### config.mk
export PLATFORM = sky130hd
export DESIGN_NAME = mem_stage_flat
export DESIGN_NICKNAME = d
export VERILOG_FILES = /design/src/rtl/rv32_pkg.sv /design/src/rtl/mem_stage_if.sv /design/src/rtl/mem_stage_lsu_align.sv /design/src/rtl/mem_stage.sv /design/src/flat_wrapper.sv
export SDC_FILE = /design/constraint.sdc
export NUM_CORES = 1
export LEC_CHECK = 0
export ABC_AREA = 1
export BUFFER_PORTS_ARGS = -buffer_cell sky130_fd_sc_hd__buf_4
export CAP_MARGIN = 20
export CORE_UTILIZATION = 45
export DETAILED_ROUTE_END_ITERATION = 10
export PLACE_DENSITY_LB_ADDON = 0.05
export SLEW_MARGIN = 20
export SYNTH_ARGS = -nofsm -noshare
export SYNTH_HDL_FRONTEND = slang
export SYNTH_HIERARCHICAL = 1
export SYNTH_SLANG_ARGS = --single-unit
### constraint.sdc
create_clock -name clk_i -period 1.82 [get_ports clk_i]
set_input_delay 0.273 -clock clk_i [delete_from_list [all_inputs] [get_ports clk_i]]
set_output_delay 0.273 -clock clk_i [all_outputs]
set_load 0.1 [all_outputs]
### src/rtl/rv32_pkg.sv
// Shared rv32 pipeline types: inter-stage registers, LSU encodings and an alignment helper.
package rv32_pkg;

  typedef enum logic [1:0] {
    MEM_B = 2'b00,
    MEM_H = 2'b01,
    MEM_W = 2'b10
  } mem_size_e;

  typedef enum logic [1:0] {
    IDLE    = 2'b00,
    REQ     = 2'b01,
    WAIT_RD = 2'b10
  } lsu_state_e;

  typedef struct packed {
    logic        valid;
    logic [31:0] result;
    logic [31:0] store_data;
    logic [4:0]  rd_addr;
    logic        reg_write;
    logic        mem_read;
    logic        mem_write;
    logic [1:0]  mem_size;
    logic        mem_unsigned;
  } ex_mem_pipeline_reg_t;

  typedef struct packed {
    logic        valid;
    logic [31:0] result;
    logic [4:0]  rd_addr;
    logic        reg_write;
  } mem_wb_pipeline_reg_t;

  // Size encoding 2'b11 behaves as a word access.
  function automatic logic is_misaligned(logic [1:0] size, logic [1:0] lsb);
    logic mis;
    case (size)
      MEM_B:   mis = 1'b0;
      MEM_H:   mis = lsb[0];
      default: mis = (lsb != 2'b00);
    endcase
    return mis;
  endfunction

endpackage

### src/rtl/mem_stage_if.sv
// Single-outstanding req/gnt/rvalid data-memory port; master is the pipeline side.
interface mem_stage_if;
  logic        req;
  logic        gnt;
  logic        we;
  logic [3:0]  be;
  logic [31:0] addr;
  logic [31:0] wdata;
  logic        rvalid;
  logic [31:0] rdata;

  modport master (
    output req, we, be, addr, wdata,
    input  gnt, rvalid, rdata
  );

  modport slave (
    input  req, we, be, addr, wdata,
    output gnt, rvalid, rdata
  );
endinterface

### src/rtl/mem_stage_lsu_align.sv
// Combinational byte-lane steering: store be/wdata generation and load extract/extend.
module mem_stage_lsu_align
  import rv32_pkg::*;
(
  input  logic [1:0]  size_i,
  input  logic        unsigned_i,
  input  logic [1:0]  addr_lsb_i,
  input  logic [31:0] store_data_i,
  input  logic [31:0] rdata_i,
  output logic [3:0]  be_o,
  output logic [31:0] wdata_o,
  output logic [31:0] load_data_o
);

  logic [31:0] lane;

  always_comb begin
    lane        = rdata_i >> {addr_lsb_i, 3'b000};
    be_o        = 4'b1111;
    wdata_o     = store_data_i;
    load_data_o = lane;
    case (size_i)
      MEM_B: begin
        be_o        = 4'b0001 << addr_lsb_i;
        wdata_o     = {4{store_data_i[7:0]}};
        load_data_o = unsigned_i ? {24'h0, lane[7:0]} : {{24{lane[7]}}, lane[7:0]};
      end
      MEM_H: begin
        be_o        = 4'b0011 << addr_lsb_i;
        wdata_o     = {2{store_data_i[15:0]}};
        load_data_o = unsigned_i ? {16'h0, lane[15:0]} : {{16{lane[15]}}, lane[15:0]};
      end
      default: begin
        be_o        = 4'b1111;
        wdata_o     = store_data_i;
        load_data_o = lane;
      end
    endcase
  end

endmodule

### src/rtl/mem_stage.sv
// MEM stage: drives the data-memory port for one access at a time, stalls EX while it is
// in flight, and registers the MEM/WB pipeline register.
module mem_stage
  import rv32_pkg::*;
#(
  parameter bit CHECK_ALIGN = 1'b1
) (
  input  logic                 clk_i,
  input  logic                 rst_i,
  input  ex_mem_pipeline_reg_t ex_mem_i,
  output mem_wb_pipeline_reg_t mem_wb_o,
  output logic                 stall_o,
  mem_stage_if.master          dmem,
  output logic                 misalign_o,
  output logic [31:0]          misalign_addr_o
);

  lsu_state_e           state_q, state_d;
  mem_wb_pipeline_reg_t mem_wb_q, mem_wb_d;
  logic                 misalign_q, misalign_d;
  logic [31:0]          misalign_addr_q, misalign_addr_d;

  logic        mem_op;
  logic        misaligned;
  logic        req;
  logic        done;
  logic        trap;
  logic [3:0]  be;
  logic [31:0] wdata;
  logic [31:0] load_data;

  assign mem_op     = ex_mem_i.valid & (ex_mem_i.mem_read | ex_mem_i.mem_write);
  assign misaligned = CHECK_ALIGN & is_misaligned(ex_mem_i.mem_size, ex_mem_i.result[1:0]);

  mem_stage_lsu_align u_align (
    .size_i       (ex_mem_i.mem_size),
    .unsigned_i   (ex_mem_i.mem_unsigned),
    .addr_lsb_i   (ex_mem_i.result[1:0]),
    .store_data_i (ex_mem_i.store_data),
    .rdata_i      (dmem.rdata),
    .be_o         (be),
    .wdata_o      (wdata),
    .load_data_o  (load_data)
  );

  always_comb begin
    state_d = state_q;
    req     = 1'b0;
    done    = 1'b0;
    trap    = 1'b0;
    unique case (state_q)
      IDLE: begin
        if (mem_op) begin
          if (misaligned) begin
            done = 1'b1;
            trap = 1'b1;
          end else begin
            req = 1'b1;
            if (dmem.gnt) begin
              if (ex_mem_i.mem_write) done    = 1'b1;
              else                    state_d = WAIT_RD;
            end else begin
              state_d = REQ;
            end
          end
        end
      end
      REQ: begin
        req = 1'b1;
        if (dmem.gnt) begin
          if (ex_mem_i.mem_write) begin
            done    = 1'b1;
            state_d = IDLE;
          end else begin
            state_d = WAIT_RD;
          end
        end
      end
      WAIT_RD: begin
        if (dmem.rvalid) begin
          done    = 1'b1;
          state_d = IDLE;
        end
      end
      default: state_d = IDLE;
    endcase
  end

  always_comb begin
    mem_wb_d        = '0;
    misalign_d      = trap;
    misalign_addr_d = trap ? ex_mem_i.result : misalign_addr_q;
    if (ex_mem_i.valid && !mem_op) begin
      mem_wb_d.valid     = 1'b1;
      mem_wb_d.result    = ex_mem_i.result;
      mem_wb_d.rd_addr   = ex_mem_i.rd_addr;
      mem_wb_d.reg_write = ex_mem_i.reg_write;
    end else if (done) begin
      mem_wb_d.valid   = 1'b1;
      mem_wb_d.rd_addr = ex_mem_i.rd_addr;
      // Traps and stores never write the register file.
      if (trap || ex_mem_i.mem_write) begin
        mem_wb_d.result    = ex_mem_i.result;
        mem_wb_d.reg_write = 1'b0;
      end else begin
        mem_wb_d.result    = load_data;
        mem_wb_d.reg_write = ex_mem_i.reg_write;
      end
    end
  end

  always_ff @(posedge clk_i) begin
    if (rst_i) begin
      state_q         <= IDLE;
      mem_wb_q        <= '0;
      misalign_q      <= 1'b0;
      misalign_addr_q <= '0;
    end else begin
      state_q         <= state_d;
      mem_wb_q        <= mem_wb_d;
      misalign_q      <= misalign_d;
      misalign_addr_q <= misalign_addr_d;
    end
  end

  assign stall_o         = mem_op & ~done;
  assign mem_wb_o        = mem_wb_q;
  assign misalign_o      = misalign_q;
  assign misalign_addr_o = misalign_addr_q;

  assign dmem.req   = req;
  assign dmem.we    = ex_mem_i.mem_write;
  assign dmem.be    = be;
  assign dmem.addr  = {ex_mem_i.result[31:2], 2'b00};
  assign dmem.wdata = wdata;

endmodule

### src/flat_wrapper.sv
// flat-port wrapper written by rule: the top's interface ports become plain ports
module mem_stage_flat import rv32_pkg::*;
#(
  parameter bit CHECK_ALIGN = 1'b1
)
  (clk_i, rst_i, ex_mem_i, mem_wb_o, stall_o, misalign_o, misalign_addr_o, dmem_req, dmem_we, dmem_be, dmem_addr, dmem_wdata, dmem_gnt, dmem_rvalid, dmem_rdata);
  mem_stage_if dmem_i ();
  input  logic clk_i;
  input  logic rst_i;
  input  ex_mem_pipeline_reg_t ex_mem_i;
  output mem_wb_pipeline_reg_t mem_wb_o;
  output logic stall_o;
  output logic misalign_o;
  output logic [31:0] misalign_addr_o;
  output wire logic [$bits(dmem_i.req)-1:0] dmem_req;
  output wire logic [$bits(dmem_i.we)-1:0] dmem_we;
  output wire logic [$bits(dmem_i.be)-1:0] dmem_be;
  output wire logic [$bits(dmem_i.addr)-1:0] dmem_addr;
  output wire logic [$bits(dmem_i.wdata)-1:0] dmem_wdata;
  input wire logic [$bits(dmem_i.gnt)-1:0] dmem_gnt;
  input wire logic [$bits(dmem_i.rvalid)-1:0] dmem_rvalid;
  input wire logic [$bits(dmem_i.rdata)-1:0] dmem_rdata;
  assign dmem_req = dmem_i.req;
  assign dmem_we = dmem_i.we;
  assign dmem_be = dmem_i.be;
  assign dmem_addr = dmem_i.addr;
  assign dmem_wdata = dmem_i.wdata;
  assign dmem_i.gnt = dmem_gnt;
  assign dmem_i.rvalid = dmem_rvalid;
  assign dmem_i.rdata = dmem_rdata;
  mem_stage #(.CHECK_ALIGN(CHECK_ALIGN)) u_core (.clk_i(clk_i), .rst_i(rst_i), .ex_mem_i(ex_mem_i), .mem_wb_o(mem_wb_o), .stall_o(stall_o), .dmem(dmem_i), .misalign_o(misalign_o), .misalign_addr_o(misalign_addr_o));
endmodule
==> results of run 1 <==
## flip-flops by register name, indices dropped and copies added (netlist names)
register                flops
u_core/state_q              2
u_core/misalign_addr_o     32
u_core/misalign_o           1
u_core/mem_wb_o            39
## logic make-up (layout without fill, tap and decap cells)
logic type,Yosys count,count (layout)
other,1,2
and+or+nand+nor,321,321
AOI/OAI and AO/OA,121,121
DFF,74,74
buffers and inverters,181,388
## layout by cell type (no fill, tap or decap), drive strengths merged
cell type  instances
buf              277
nand2            183
inv               94
dfxtp             74
nor2              60
o21ai             57
a21oi             53
nand3             42
nand4             34
clkbuf            10
o211ai             9
clkinv             4
bufinv             2
conb               2
clkinvlp           1
a31o               1
a211oi             1
nand3b             1
and2               1
## per-layer routing
metal	global-route usage, %	vias to the layer above
met5	0	-
met4	8.250	0
met3	3.727	14
met2	51.54	209
met1	35.26	2329
li1	-	2578
## power breakdown
group / switching (W) / leakage (nW) / internal [W]
Clock: 0.000659 / 0.107 / 0.000779
Combinational: 0.00214 / 2.88 / 0.000672
Sequential: 0.0000448 / 0.607 / 0.00173
## critical path: stages (launching register included)
cell,delay (ns)
dfxtp_4,0.37
nor2_4,0.17
nand3_4,0.11
nand2_2,0.08
nand2_1,0.07
nand2_1,0.11
nor2_4,0.04
buf_12,0.15
## path summary, 6_finish.rpt
| kind | depth (start not counted) | start | endpoint |
|---|---|---|---|
| max | 7 | u_core/state_q[0]$_SDFFE_PP0P_ | stall_o |
| min | 2 | rst_i | u_core/state_q[0]$_SDFFE_PP0P_ |
| max reg2reg | 8 | u_core/state_q[0]$_SDFFE_PP0P_ | u_core/mem_wb_o[12]$_SDFF_PP0_ |
| min reg2reg | 2 | u_core/misalign_addr_o[22]$_SDFFE_PP0P_ | u_core/misalign_addr_o[22]$_SDFFE_PP0P_ |
## area by class of cell
cell class | instances | area share [%]
Clock buffer | 10 | 1.965
Multi-Input combinational cell | 444 | 32.24
Sequential cell | 74 | 22.88
Inverter | 95 | 5.682
Clock inverter | 6 | 1.387
Tap cell | 129 | 2.485
Timing Repair Buffer | 277 | 33.36
## through the flow
stage                     util [%]  power [W]  std cells  setup TNS (ns)  setup slack (ns)
after floorplan                  -   0.003962        699          -7.520           -0.4574
after global placement       66.50   0.004590       1019               0            0.1813
after detailed placement     66.50   0.004615       1019               0            0.1512
after CTS                    68.88   0.006056       1035               0           0.05043
after global routing         69.00   0.006276       1035               0          0.007061
final                        69.00   0.006022       1035               0           0.08021
## what timing repair did
item / 4_1_cts / 5_1_grt
pin swaps: 0 / 0
hold buffers: 0 / 0
endpoints found under the setup margin: 1 / 1
resized for setup: 3 / 3
==> qor.txt, run 1 <==
Hold WS -> 0.09280 ns
Starting DRT DRC Count -> 231
status -> finished, final reports clean
dominant cells by area after synthesis -> dfxtp_1 (33%), nand2_1 (15%), inv_1 (7.7%)
Port Buffers -> 252
TritonCTS Sinks -> 74
clock latency on the worst-skew pair -> 0.35 ns
post-CTS setup repair buffer count -> 0
sequential cell area -> 0.001486 sq mm
Worst Skew -> 0.01898 ns
Crit Path Max Fanout -> 4
dpl cell area -> 0.006261 sq mm
Post-Synth XOR/XNOR Area -> 0%
I/O pin cnt -> 255
Critical Path RT -> 1.55 ns
Cells after Synth -> 698
Die Y -> 101.5 um
maxcap violations -> 0
largest net degree at the start of global routing -> 65
Top FF cell, synth -> dfxtp_1
vias after detailed routing -> 5130
Netlist cell types -> 30
global-route wire length before repair -> 22910 um
footprint of the multi-input gates -> 0.002095 sq mm
Synth async-reset ratio -> 0%
mux contribution to synthesized area -> 0%
Max Freq -> 574.8 MHz
CTS Buf Count -> 9
Worst-path clk slew -> 0.09 ns
Worst Hold Class -> input pin to flip-flop
GR Overflow Total -> 0
Synth Area in Compound Gates -> 14.25%
PwrDens -> 927.1 mW/mm^2
Residual DRC -> 0
Slew Viols, Final -> 0
R2R setup slack -> 0.40 ns
cell row count -> 35
synthesized area per cell -> 6.376 sq um
main combinational cell family by area after synthesis -> simple AND/OR/NAND/NOR gates
die width -> 101.5 um
arrival time at the worst endpoint -> 1.47 ns
DRT antenna net count -> 0
initial antenna violation count -> 0
RD Place Congestion -> 0.9211
post-synth top area share -> 33.29%
CP startpoint kind -> flip-flop
Pleak -> 3.593 nW
nets@finish -> 1013
crit path kind -> flip-flop to primary output
dominant cell by count in the synthesized netlist -> nand2_1
post-layout min period -> 1.740 ns
Setup Viol. Count Final -> 0
Post-synth EDFFs -> 0
Seq/Total Area, Yosys -> 33.29%
vias per cell -> 4.957
die area -> 0.01029 sq mm
P&R area growth vs syn -> 45.97%
Post-Route WL -> 14590 um
Yosys Warn Count -> 6
clk root buf -> clkbuf_8
Max rail drop VDD -> 0.5564 mV
period utilisation layout -> 95.59%
top cells by count, synth -> nand2_1 (180), inv_1 (91), dfxtp_1 (74)
M1 wire length -> 6178 um
Post-Syn Area -> 0.004451 sq mm
Design Area, Final -> 0.006496 sq mm
Hold Vio Cnt, Final -> 0
largest area contributor in the synthesized netlist -> dfxtp_1
wire per inst -> 14.10 um
Initial Util -> 47.27%
RSZ-0062 raised after global routing -> no
WL met3 -> 848 um
core area -> 0.009415 sq mm
Crit. End Element -> primary output
H-tree levels -> 3
GR Util All Layers -> 28.51%
CTS Buffer Depth -> 2
share of cells above drive strength 1 -> 35.10%
CTS tree -> done
Seq cells post-synth -> 74
DR WL met2 -> 7333 um
final antenna diode count -> 0
vias in the first global route -> 4853
post-DP HPWL -> 11450 um
first drt pass iteration count -> 5
simple-gate share of the synthesized area -> 32.02%
Post-Synth Adder-Cell Area -> 0%
Top Layer Used -> met4
Layout fillers -> 796
Note: power is estimated with default switching activity, not from simulation.
==> run 2: changes to the inputs <==
--- a/config.mk
+++ b/config.mk
@@ -8,6 +8,7 @@
 export ABC_AREA = 1
 export BUFFER_PORTS_ARGS = -buffer_cell sky130_fd_sc_hd__buf_4
 export CAP_MARGIN = 20
+export CORE_MARGIN = 2
 export CORE_UTILIZATION = 45
 export DETAILED_ROUTE_END_ITERATION = 10
 export PLACE_DENSITY_LB_ADDON = 0.05
==> run 2 against run 1 <==
- via count is 0.49% higher
- power is 0.48% higher
- final cell count is 0.19% higher
- sequential power hardly changed
- utilization is 1.9 points lower
- routed wire length is 2.5% higher
- final area hardly changed
- register-to-register slack hardly changed
- count of clock-buffer cells in the layout is 2 higher
- critical path type unchanged
- non-clock buffer count is 2 lower
- fmax is 0.59% lower
==> qor.txt, run 2 (synthesized netlist as in run 1, its figures left out) <==
status -> finished, final reports clean (unchanged)
Max Freq -> 571.4 MHz (was 574.8 MHz)
crit path kind -> flip-flop to primary output (unchanged)
cell row count -> 36 (was 35)
vias in the first global route -> 4708 (was 4853)
CTS Buffer Depth -> 2 (unchanged)
post-layout min period -> 1.750 ns (was 1.740 ns)
period utilisation layout -> 96.16% (was 95.59%)
H-tree levels -> 3 (unchanged)
post-CTS setup repair buffer count -> 0 (unchanged)
slew margin rel. -> 65.67%
Max rail drop VDD -> 0.6620 mV (was 0.5564 mV)
vias after detailed routing -> 5155 (was 5130)
Reg2Reg Depth -> 8 (unchanged)
RSZ-0062 raised after global routing -> no (unchanged)
most frequent cells in the layout -> buf_4 (268), nand2_1 (180), inv_1 (91) (was buf_4 (270), nand2_1 (180), inv_1 (91))
first drt pass iteration count -> 6 (was 5)
Critical Path RT -> 1.55 ns (about the same)
Starting DRT DRC Count -> 279 (was 231)
Worst Hold Class -> input pin to flip-flop (unchanged)
GR Util All Layers -> 27.47% (was 28.51%)
Crit. End Element -> primary output (unchanged)
die width -> 103.5 um (was 101.5 um)
die area -> 0.01070 sq mm (was 0.01029 sq mm)
clock latency on the worst-skew pair -> 0.35 ns (about the same)
PwrDens -> 931.1 mW/mm^2 (was 927.1 mW/mm^2)
Setup Viol. Count Final -> 0 (unchanged)
Switching Share -> 46.42% (was 47.26%)
Slew Viols, Final -> 0 (unchanged)
CP startpoint kind -> flip-flop (unchanged)
commonest non-fill, non-tap cell in the layout -> buf_4 (unchanged)
number of flip-flops in the largest register -> 39 (unchanged)
GR Overflow Total -> 0 (unchanged)
wire per inst -> 14.42 um (was 14.10 um)
initial antenna violation count -> 0 (unchanged)
DRT antenna net count -> 0 (unchanged)
final antenna diode count -> 0 (unchanged)
WHS Path Cells -> 2 (unchanged)
Die Y -> 103.5 um (was 101.5 um)
Post-Route WL -> 14950 um (was 14590 um)
Power, Total -> 0.006051 W (was 0.006022 W)
TritonCTS Sinks -> 74 (unchanged)
vias per cell -> 4.971 (was 4.957)
Residual DRC -> 0 (unchanged)
post-layout worst setup margin -> 0.06993 ns (was 0.08021 ns)
Port Buffers -> 252 (unchanged)
Worst-path clk slew -> 0.08 ns (was 0.09 ns)
clock power share -> 24.2% (was 23.9%)
Initial Util -> 45.96% (was 47.27%)
Design Area, Final -> 0.006499 sq mm (was 0.006496 sq mm)
share of cells above drive strength 1 -> 35.07% (was 35.10%)
Pleak -> 3.593 nW (about the same)
core area -> 0.009684 sq mm (was 0.009415 sq mm)
footprint of the multi-input gates -> 0.002098 sq mm (was 0.002095 sq mm)
Worst Skew -> 0.007842 ns (was 0.01898 ns)
pre-CTS WS -> 0.1363 ns (was 0.1512 ns)
Crit Path Max Fanout -> 8 (was 4)
Layout fillers -> 887 (was 796)
post-DP HPWL -> 11800 um (was 11450 um)
Reg power frac -> 29.3% (was 29.4%)
maxcap violations -> 0 (unchanged)
largest net degree at the start of global routing -> 65 (unchanged)
clk root buf -> clkbuf_8 (unchanged)
I/O pin cnt -> 255 (unchanged)
internal power -> 0.003242 W (was 0.003176 W)
global-route wire length before repair -> 22760 um (was 22910 um)
Gate power share -> 46.5% (was 46.7%)
RD Place Congestion -> 0.9186 (was 0.9211)
CTS tree -> done (unchanged)
dpl cell area -> 0.006251 sq mm (was 0.006261 sq mm)
CTS Buf Count -> 9 (unchanged)
P&R area growth vs syn -> 46.02% (was 45.97%)
sequential cell area -> 0.001484 sq mm (was 0.001486 sq mm)
Hold Vio Cnt, Final -> 0 (unchanged)
measured slew at the worst slew-check pin -> 0.5096 ns
nets@finish -> 1011 (was 1013)
arrival time at the worst endpoint -> 1.48 ns (was 1.47 ns)
P_sw -> 0.002809 W (was 0.002846 W)
[run 2: changes by cell type in the layout (fill, tap and decap cells not counted)]
cell / change
a21oi_2: +1
buf_4: -2
dfxtp_4: -1
inv_6: -1
a21oi_1: -1
dfxtp_2: +1
clkinvlp_4: -1
clkbuf_8: +2
[run 2: worst paths after layout]
check,start,to,slack [ns]
max,u_core/state_q[1]$_SDFFE_PP0P_,stall_o,0.07
min,rst_i,u_core/state_q[1]$_SDFFE_PP0P_,0.09
max reg2reg,u_core/state_q[1]$_SDFFE_PP0P_,u_core/mem_wb_o[21]$_SDFF_PP0_,0.40
min reg2reg,u_core/misalign_addr_o[28]$_SDFFE_PP0P_,u_core/misalign_addr_o[28]$_SDFFE_PP0P_,0.54
[run 2: metal layers]
| metal | wire [um] | vias to the layer above | global-route usage [%] | part of all wire (%) |
|---|---|---|---|---|
| met1 | 6029 | 2337 | 33.50 | 40 |
| met5 | 0 | - | 0 | 0 |
| met4 | 261 | 0 | 7.490 | 1.7 |
| met3 | 1065 | 21 | 5.444 | 7.1 |
| met2 | 7598 | 220 | 49.08 | 51 |
| li1 | - | 2577 | - | - |
[run 2: layout make-up]
cell class | instances | area share (%)
timing repair buffer | 275 | 33.12
multi-input combinational | 444 | 32.29
sequential | 74 | 22.83
inverter | 95 | 5.680
tap | 133 | 2.561
clock buffer | 12 | 2.387
clock inverter | 4 | 1.136
[run 2: repair_timing]
action,in CTS,in global routing
setup endpoints to repair,1,1
pin swaps,0,0
endpoints found under the hold margin,0,0
hold buffers,0,0
resized for setup,4,2
[run 2: critical path, stage by stage (launching register included)]
cell     delay [ns]
dfxtp_2        0.38
nor2_4         0.17
nand3_4        0.12
nand2_2        0.09
nand2_1        0.06
nand2_1        0.11
nor2_4         0.05
buf_12         0.16
[run 2: per-stage QoR]
step / instances / setup TNS [ns] / util (%) / hold slack, ns
after floorplan: 699 / -7.520 / - / 0.3421
after global placement: 1021 / 0 / 64.55 / 0.4690
after detailed placement: 1021 / 0 / 64.55 / 0.4755
after CTS: 1037 / 0 / 67.02 / 0.08768
after global routing: 1037 / 0 / 67.11 / 0.08303
final: 1037 / 0 / 67.11 / 0.09154
[run 2: power groups by stage]
stage          registers [W]  logic [W]  clock network (W)
2_1_floorplan        0.00257    0.00140                  0
3_3_place_gp         0.00181    0.00278                  0
3_5_place_dp         0.00181    0.00281                  0
4_1_cts              0.00178    0.00282            0.00148
5_1_grt              0.00179    0.00295            0.00156
6_report             0.00178    0.00281            0.00146
